[src/rtl/uart_programmer_if.sv]
// Memory write port from the UART boot-loader to the CPU's instruction ROM / data memory.
// Latency: n/a (pure signal bundle).
// Backpressure: none; the master writes one word per strobe and the memory must accept it.
interface uart_programmer_if #(
  parameter int ADDR_W = 15
);
  logic              upg_wen_o;
  logic [ADDR_W-1:0] upg_adr_o;
  logic [31:0]       upg_dat_o;
  logic              upg_done_o;

  modport master (
    output upg_wen_o,
    output upg_adr_o,
    output upg_dat_o,
    output upg_done_o
  );

  modport slave (
    input upg_wen_o,
    input upg_adr_o,
    input upg_dat_o,
    input upg_done_o
  );
endinterface

[src/rtl/uart_programmer.sv]
// UART boot-loader: receives {target, N, 4N data bytes} after start_pg and writes little-endian words.
// Latency: write strobe one cycle after the 4th byte's valid pulse; ack byte starts one cycle after ACK/ERR entry.
// Backpressure: none; the UART byte rate bounds the write rate. Optional trailing checksum byte: UPG_CHECKSUM_EN.
module uart_programmer #(
  parameter int BAUD_DIV = 868,
  parameter int ADDR_W   = 15
) (
  input  logic                clk,
  input  logic                rst,
  input  logic                start_pg,
  input  logic                rx,
  output logic                tx,
  uart_programmer_if.master   upg
);

  localparam int CW = $clog2(BAUD_DIV);
  localparam logic [CW-1:0] FULL_M1 = CW'(BAUD_DIV - 1);
  localparam logic [CW-1:0] HALF_M1 = CW'(BAUD_DIV / 2 - 1);
  localparam logic [31:0]   MAX_N   = 32'd1 << (ADDR_W - 1);

  localparam logic [1:0] R_IDLE  = 2'd0;
  localparam logic [1:0] R_START = 2'd1;
  localparam logic [1:0] R_DATA  = 2'd2;
  localparam logic [1:0] R_STOP  = 2'd3;

  localparam logic [3:0] S_IDLE = 4'd0;
  localparam logic [3:0] S_TGT  = 4'd1;
  localparam logic [3:0] S_LEN0 = 4'd2;
  localparam logic [3:0] S_LEN1 = 4'd3;
  localparam logic [3:0] S_DATA = 4'd4;
  localparam logic [3:0] S_ACK  = 4'd5;
  localparam logic [3:0] S_DONE = 4'd6;
  localparam logic [3:0] S_ERR  = 4'd7;
`ifdef UPG_CHECKSUM_EN
  localparam logic [3:0] S_CSUM = 4'd8;
`endif

  logic            rx_s1, rx_s2, rx_s3;
  logic            start_q, start_rise;
  logic [1:0]      rx_st;
  logic [CW-1:0]   rx_cnt;
  logic [2:0]      rx_bit;
  logic [7:0]      rx_sh;
  logic            byte_vld, frm_err;

  logic            tx_busy, tx_go;
  logic [CW-1:0]   tx_cnt;
  logic [3:0]      tx_bit;
  logic [8:0]      tx_sh;
  logic [7:0]      tx_byte;

  logic [3:0]        state;
  logic              target;
  logic [15:0]       len, wdone, n_hdr;
  logic              n_ok;
  logic [ADDR_W-2:0] idx;
  logic [1:0]        bcnt;
  logic [23:0]       wsh;
  logic              tx_launched;
`ifdef UPG_CHECKSUM_EN
  logic [7:0]        csum;
`endif

  assign start_rise = start_pg & ~start_q;
  assign n_hdr      = {rx_sh, len[7:0]};
  assign n_ok       = (n_hdr != 16'd0) && ({16'd0, n_hdr} <= MAX_N);
  assign tx_byte    = (state == S_ACK) ? 8'h4B : 8'h45;
  assign tx_go      = ((state == S_ACK) || (state == S_ERR)) && !tx_launched && !tx_busy && !start_rise;

  // Synchronize rx (third flop gives the previous value for edge detect) and register start_pg.
  always_ff @(posedge clk or negedge rst) begin
    if (!rst) begin
      rx_s1   <= 1'b1;
      rx_s2   <= 1'b1;
      rx_s3   <= 1'b1;
      start_q <= 1'b0;
    end else begin
      rx_s1   <= rx;
      rx_s2   <= rx_s1;
      rx_s3   <= rx_s2;
      start_q <= start_pg;
    end
  end

  // 8N1 receiver: mid-bit sampling, one-cycle byte_vld / frm_err pulse after the stop-bit sample.
  always_ff @(posedge clk or negedge rst) begin
    if (!rst) begin
      rx_st    <= R_IDLE;
      rx_cnt   <= '0;
      rx_bit   <= '0;
      rx_sh    <= '0;
      byte_vld <= 1'b0;
      frm_err  <= 1'b0;
    end else begin
      byte_vld <= 1'b0;
      frm_err  <= 1'b0;
      case (rx_st)
        R_IDLE: begin
          if (rx_s3 && !rx_s2) begin
            rx_st  <= R_START;
            rx_cnt <= '0;
          end
        end
        R_START: begin
          if (rx_cnt == HALF_M1) begin
            rx_cnt <= '0;
            rx_bit <= '0;
            rx_st  <= rx_s2 ? R_IDLE : R_DATA;
          end else begin
            rx_cnt <= rx_cnt + CW'(1);
          end
        end
        R_DATA: begin
          if (rx_cnt == FULL_M1) begin
            rx_cnt <= '0;
            rx_sh  <= {rx_s2, rx_sh[7:1]};
            rx_bit <= rx_bit + 3'd1;
            if (rx_bit == 3'd7) rx_st <= R_STOP;
          end else begin
            rx_cnt <= rx_cnt + CW'(1);
          end
        end
        default: begin
          if (rx_cnt == FULL_M1) begin
            rx_cnt <= '0;
            rx_st  <= R_IDLE;
            if (rx_s2) byte_vld <= 1'b1;
            else       frm_err  <= 1'b1;
          end else begin
            rx_cnt <= rx_cnt + CW'(1);
          end
        end
      endcase
    end
  end

  // 8N1 transmitter: runs independently of the loader so an in-flight byte always completes.
  always_ff @(posedge clk or negedge rst) begin
    if (!rst) begin
      tx      <= 1'b1;
      tx_busy <= 1'b0;
      tx_cnt  <= '0;
      tx_bit  <= '0;
      tx_sh   <= '1;
    end else if (tx_go) begin
      tx      <= 1'b0;
      tx_busy <= 1'b1;
      tx_cnt  <= '0;
      tx_bit  <= '0;
      tx_sh   <= {1'b1, tx_byte};
    end else if (tx_busy) begin
      if (tx_cnt == FULL_M1) begin
        tx_cnt <= '0;
        if (tx_bit == 4'd9) begin
          tx_busy <= 1'b0;
        end else begin
          tx     <= tx_sh[0];
          tx_sh  <= {1'b1, tx_sh[8:1]};
          tx_bit <= tx_bit + 4'd1;
        end
      end else begin
        tx_cnt <= tx_cnt + CW'(1);
      end
    end
  end

  // Loader FSM: parses header, assembles words, issues writes and sequences the ack/error byte.
  always_ff @(posedge clk or negedge rst) begin
    if (!rst) begin
      state          <= S_IDLE;
      target         <= 1'b0;
      len            <= '0;
      wdone          <= '0;
      idx            <= '0;
      bcnt           <= '0;
      wsh            <= '0;
      tx_launched    <= 1'b0;
      upg.upg_wen_o  <= 1'b0;
      upg.upg_adr_o  <= '0;
      upg.upg_dat_o  <= '0;
      upg.upg_done_o <= 1'b0;
`ifdef UPG_CHECKSUM_EN
      csum           <= '0;
`endif
    end else begin
      upg.upg_wen_o <= 1'b0;
      if (start_rise) begin
        // Arm or restart: any partial word is dropped.
        state          <= S_TGT;
        upg.upg_done_o <= 1'b0;
        idx            <= '0;
        wdone          <= '0;
        bcnt           <= '0;
        tx_launched    <= 1'b0;
`ifdef UPG_CHECKSUM_EN
        csum           <= '0;
`endif
      end else begin
        case (state)
          S_TGT: begin
            if (frm_err) state <= S_ERR;
            else if (byte_vld) begin
              target <= rx_sh[0];
              state  <= (rx_sh[7:1] == 7'd0) ? S_LEN0 : S_ERR;
            end
          end
          S_LEN0: begin
            if (frm_err) state <= S_ERR;
            else if (byte_vld) begin
              len[7:0] <= rx_sh;
              state    <= S_LEN1;
            end
          end
          S_LEN1: begin
            if (frm_err) state <= S_ERR;
            else if (byte_vld) begin
              len   <= n_hdr;
              state <= n_ok ? S_DATA : S_ERR;
            end
          end
          S_DATA: begin
            if (frm_err) state <= S_ERR;
            else if (byte_vld) begin
              wsh  <= {rx_sh, wsh[23:8]};
              bcnt <= bcnt + 2'd1;
`ifdef UPG_CHECKSUM_EN
              csum <= csum + rx_sh;
`endif
              if (bcnt == 2'd3) begin
                upg.upg_wen_o <= 1'b1;
                upg.upg_adr_o <= {target, idx};
                upg.upg_dat_o <= {rx_sh, wsh};
                idx           <= idx + (ADDR_W-1)'(1);
                wdone         <= wdone + 16'd1;
                if (wdone + 16'd1 == len) begin
`ifdef UPG_CHECKSUM_EN
                  state <= S_CSUM;
`else
                  state <= S_ACK;
`endif
                end
              end
            end
          end
`ifdef UPG_CHECKSUM_EN
          S_CSUM: begin
            if (frm_err) state <= S_ERR;
            else if (byte_vld) state <= (rx_sh == csum) ? S_ACK : S_ERR;
          end
`endif
          S_ACK: begin
            if (tx_go) tx_launched <= 1'b1;
            else if (tx_launched && !tx_busy) begin
              tx_launched    <= 1'b0;
              upg.upg_done_o <= 1'b1;
              state          <= S_DONE;
            end
          end
          S_ERR: begin
            if (tx_go) tx_launched <= 1'b1;
            else if (tx_launched && !tx_busy) begin
              tx_launched    <= 1'b0;
              upg.upg_done_o <= 1'b0;
              state          <= S_IDLE;
            end
          end
          S_IDLE, S_DONE: ;
          default: state <= S_IDLE;
        endcase
      end
    end
  end

endmodule

[src/flat_wrapper.sv]
// flat-port wrapper written by rule: the top's interface ports become plain ports
module uart_programmer_flat 
#(
  parameter int BAUD_DIV = 868,
  parameter int ADDR_W   = 15
)
  (clk, rst, start_pg, rx, tx, upg_upg_wen_o, upg_upg_adr_o, upg_upg_dat_o, upg_upg_done_o);
  uart_programmer_if #(.ADDR_W(ADDR_W)) upg_i ();
  input  logic clk;
  input  logic rst;
  input  logic start_pg;
  input  logic rx;
  output logic tx;
  output wire logic [$bits(upg_i.upg_wen_o)-1:0] upg_upg_wen_o;
  output wire logic [$bits(upg_i.upg_adr_o)-1:0] upg_upg_adr_o;
  output wire logic [$bits(upg_i.upg_dat_o)-1:0] upg_upg_dat_o;
  output wire logic [$bits(upg_i.upg_done_o)-1:0] upg_upg_done_o;
  assign upg_upg_wen_o = upg_i.upg_wen_o;
  assign upg_upg_adr_o = upg_i.upg_adr_o;
  assign upg_upg_dat_o = upg_i.upg_dat_o;
  assign upg_upg_done_o = upg_i.upg_done_o;
  uart_programmer #(.BAUD_DIV(BAUD_DIV), .ADDR_W(ADDR_W)) u_core (.clk(clk), .rst(rst), .start_pg(start_pg), .rx(rx), .tx(tx), .upg(upg_i));
endmodule
[config.mk]
export PLATFORM = sky130hd
export DESIGN_NAME = uart_programmer_flat
export DESIGN_NICKNAME = d
export VERILOG_FILES = /design/src/rtl/uart_programmer_if.sv /design/src/rtl/uart_programmer.sv /design/src/flat_wrapper.sv
export SDC_FILE = /design/constraint.sdc
export NUM_CORES = 1
export LEC_CHECK = 0
export BUFFER_PORTS_ARGS = -buffer_cell sky130_fd_sc_hd__buf_2
export CAP_MARGIN = 10
export CORE_ASPECT_RATIO = 2
export CORE_MARGIN = 5
export CORE_UTILIZATION = 44
export CTS_BUF_LIST = sky130_fd_sc_hd__clkbuf_16
export DETAILED_ROUTE_END_ITERATION = 16
export PLACE_DENSITY = 0.62
export SLEW_MARGIN = 20
export SYNTH_ARGS = -nofsm -noshare
export SYNTH_HDL_FRONTEND = slang
export SYNTH_SLANG_ARGS = --single-unit
[constraint.sdc]
create_clock -name clk -period 6.1 [get_ports clk]
set_clock_uncertainty 0.2 [all_clocks]
set_input_delay 0.305 -clock clk [delete_from_list [all_inputs] [get_ports clk]]
set_output_delay 0.305 -clock clk [all_outputs]
set_load 0.005 [all_outputs]
==> out/results.txt <==
Initial antenna violation count: 0
Startpoint types: register
Final setup fails: 0
DR DRC count: 0
IO Port Bufs: 53
Routed wire length: 16,540 um
CTS root buf: clkbuf_16
Global Route Usage Sum: 16.52%
Initial Util: 44.66%
Die width: 106.4 um
Sequential fraction of the synthesis area: 54.97%
Max Fclk: 315.0 MHz
Pre-CTS setup slack: 2.866 ns
Clock sink total: 179
Post-Syn Area: 0.008175 mm^2
DR vias: 5,510
Grt peak-use layer: met2
Average size of a mapped cell: 11.37 um^2
ANT nets after route: 0
Initial DRC count: 243
Worst Path Required: 6.21 ns
Row Count: 70
Cts bufs inserted: 17
P_leak: 4.486 nW
Clock buffer depth: 2
Worst path setup slack after routing: 2.925 ns
DRT Pass-1 Iters: 4
Met3 Use GR: 3.182%
Pwr/cell area: 281.0 mW/mm^2
Worst path arrival time: 3.29 ns
Final #Nets: 792
Hold Path Stages: 0
Die Y: 202.8 um
TritonCTS clock tree: yes
Synth top area share: 51.12%
Gr ovfl total: 0
Slowest CP cell: nor2_4
Placed Instances: 968
Worst slew pin tran: 0.9052 ns
Final hold violation count: 0
Clock latency on the worst-skew pair: 0.43 ns
FF+latch count, synth: 179
R2R cell count: 5
Diode count: 0
Routed len/inst: 16.49 um
Vias in the first global route: 5,865
CP max FO: 28
CP max stage delay: 0.63 ns
HPWL Detailed: 11,600 um
HP Class: reg -> reg
Count of different cell masters after synthesis: 58
Grt met1 use: 17.84%
Most used DFF post-synth: dfrtp_1
CTS clk-pin slew, worst paths: 0.07 ns
Vias/cell: 5.494
CP Capture Type: register
Area contributors post-synth: dfrtp_1, mux2_2, dfstp_2
Setup bufs post-CTS: 0
Final non-filler cell total: 1,003
Async SR Flop Fraction: 100.0%
Peak VDD IR: 0.1788 mV
Die area: 0.02157 mm^2
Filler cell count: 1,631
Max Cap Violations: 0
First-pass GRT wire length: 28,770 um
H-tree level count: 4
Yosys top cell by area: dfrtp_1
Slew margin rel.: 39.66%
Synthesized Nets: 737
Critical setup path kind: reg -> reg
Largest net degree at the start of global routing: 117
Routing usage on met2: 31.17%
Status: complete, no violations
Period utilisation layout: 52.05%
Gpl congestion: 0.8546
Post-synthesis cell count: 719
Core ar.: 0.01831 mm^2
Final min period: 3.175 ns
Top-Level Pins: 54
RSZ-0062 raised after global routing: no
Post-synth EDFFs: 0
Layout Area Growth over Synthesis: 13.74%
Share of cells above drive strength 1: 26.68%
Synthesis Warnings: 0
CP Cell Sequence: nor4b_4, nand3_1, nor2_4, buf_4, mux2_2
Pins over their slew limit: 0
Setup TNS Final: 0 ns
per-layer routing:
| layer | up-vias | share of wire [%] |
|---|---|---|
| li1 | 2642 | - |
| met1 | 2767 | 39 |
| met2 | 83 | 57 |
| met3 | 18 | 2.5 |
| met4 | 0 | 1.8 |
| met5 | - | 0 |
cell usage after synthesis (3+ instances only):
master	count
mux2_2	98
ha_1	14
or3_1	16
nor3_1	16
o31ai_1	3
nand4_1	16
a21oi_1	32
xor2_1	27
and3_1	7
nor2b_1	3
buf_1	3
dfstp_2	12
nand2b_1	4
and2_1	4
or4_1	3
dfrtp_1	167
nor2_1	70
o211ai_1	3
o21ai_0	32
inv_1	12
nand3_1	29
nor4_1	3
buf_2	8
xnor2_1	26
clkbuf_1	14
nand2_1	60
timing repair:
item | 4_1_cts | 5_1_grt
gates resized for setup | 0 | 0
hold buffers | 3 | 0
hold endpoints to repair | 115 | 0
where the power goes:
group          internal (mW)  switching, mW  total [mW]
Clock                  0.556          0.530        1.09
Sequential              1.24         0.0596        1.30
Combinational         0.0851          0.146       0.231
worst max-delay path, delay by kind of cell (launching register included):
| family | cells | cell delay, ns |
|---|---|---|
| multiplexers | 1 | 0.38 |
| AND/OR/NAND/NOR | 3 | 1.48 |
| flip-flops | 1 | 0.51 |
| buffers and inverters | 1 | 0.47 |
registers in the layout, indices dropped and copies added (netlist names), 4 cells and up:
name,flops
u_core.wsh,24
u_core.upg.upg_adr_o,15
u_core.upg.upg_dat_o,32
u_core.rx_cnt,10
u_core.wdone,16
u_core.len,16
u_core.tx_cnt,10
u_core.tx_bit,4
u_core.tx_sh,8
u_core.idx,14
u_core.rx_sh,8
path summary, 6_finish.rpt:
check	start	end	slack, ns
worst max-delay path	u_core.state[1]	u_core.upg.upg_dat_o[0]	2.93
worst min-delay path	u_core.rx_s1	u_core.rx_s2	0.16
worst max register to register	u_core.state[1]	u_core.upg.upg_dat_o[0]	2.93
worst min register to register	u_core.rx_s1	u_core.rx_s2	0.16
max in group asynchronous	rst	u_core.rx_bit[0]	3.99
min in group asynchronous	rst	u_core.upg.upg_adr_o[13]	0.34
per-stage QoR:
| stage | hold slack [ns] | utilization, % | cell area [um^2] | power [mW] |
|---|---|---|---|---|
| 2_1_floorplan | -0.1906 | - | 8175 | 1.466 |
| 3_3_place_gp | 0.1469 | 47.29 | 8657 | 1.529 |
| 3_5_place_dp | 0.1510 | 47.29 | 8657 | 1.546 |
| 4_1_cts | 0.1632 | 50.79 | 9296 | 2.653 |
| 5_1_grt | 0.1632 | 50.80 | 9299 | 2.749 |
| 6_report | 0.1606 | 50.80 | 9299 | 2.613 |
cell type report:
type	instances	area, um^2	area share, %
clock buffers	17	425.4	4.575
clock inverters	15	183.9	1.978
inverters	12	45.04	0.4844
multi-input cells	501	3523	37.89
flip-flops and latches	179	4494	48.33
well taps	216	270.3	2.906
repair buffers	63	356.6	3.835
cells in the final DEF, fill, tap and decap left out, drive strengths merged, types with 4 or more instances in the layout:
master,Yosys,final
and3,7,7
nand2,60,60
dfstp,12,12
clkinv,0,9
o21ai,32,32
mux2,98,98
or3,16,16
buf,13,59
dfrtp,167,167
ha,14,14
nand2b,4,4
nor3,16,16
nand3,30,30
clkbuf,14,18
xor2,27,27
a21oi,32,32
nor2,70,70
xnor2,26,26
inv,12,18
and2,4,4
nand4,18,18
cell families (layout without fill, tap and decap cells):
logic type / after synthesis / in the layout / synth area share [%]
flops: 179 / 179 / 54.97
buf+inv: 39 / 107 / 2.051
mux: 100 / 100 / 13.74
xor+xnor: 53 / 53 / 5.678
compound gates: 89 / 89 / 6.474
simple gates: 245 / 245 / 14.94
fa+ha+maj: 14 / 14 / 2.143
No activity file was read; power rests on OpenSTA's default activity.
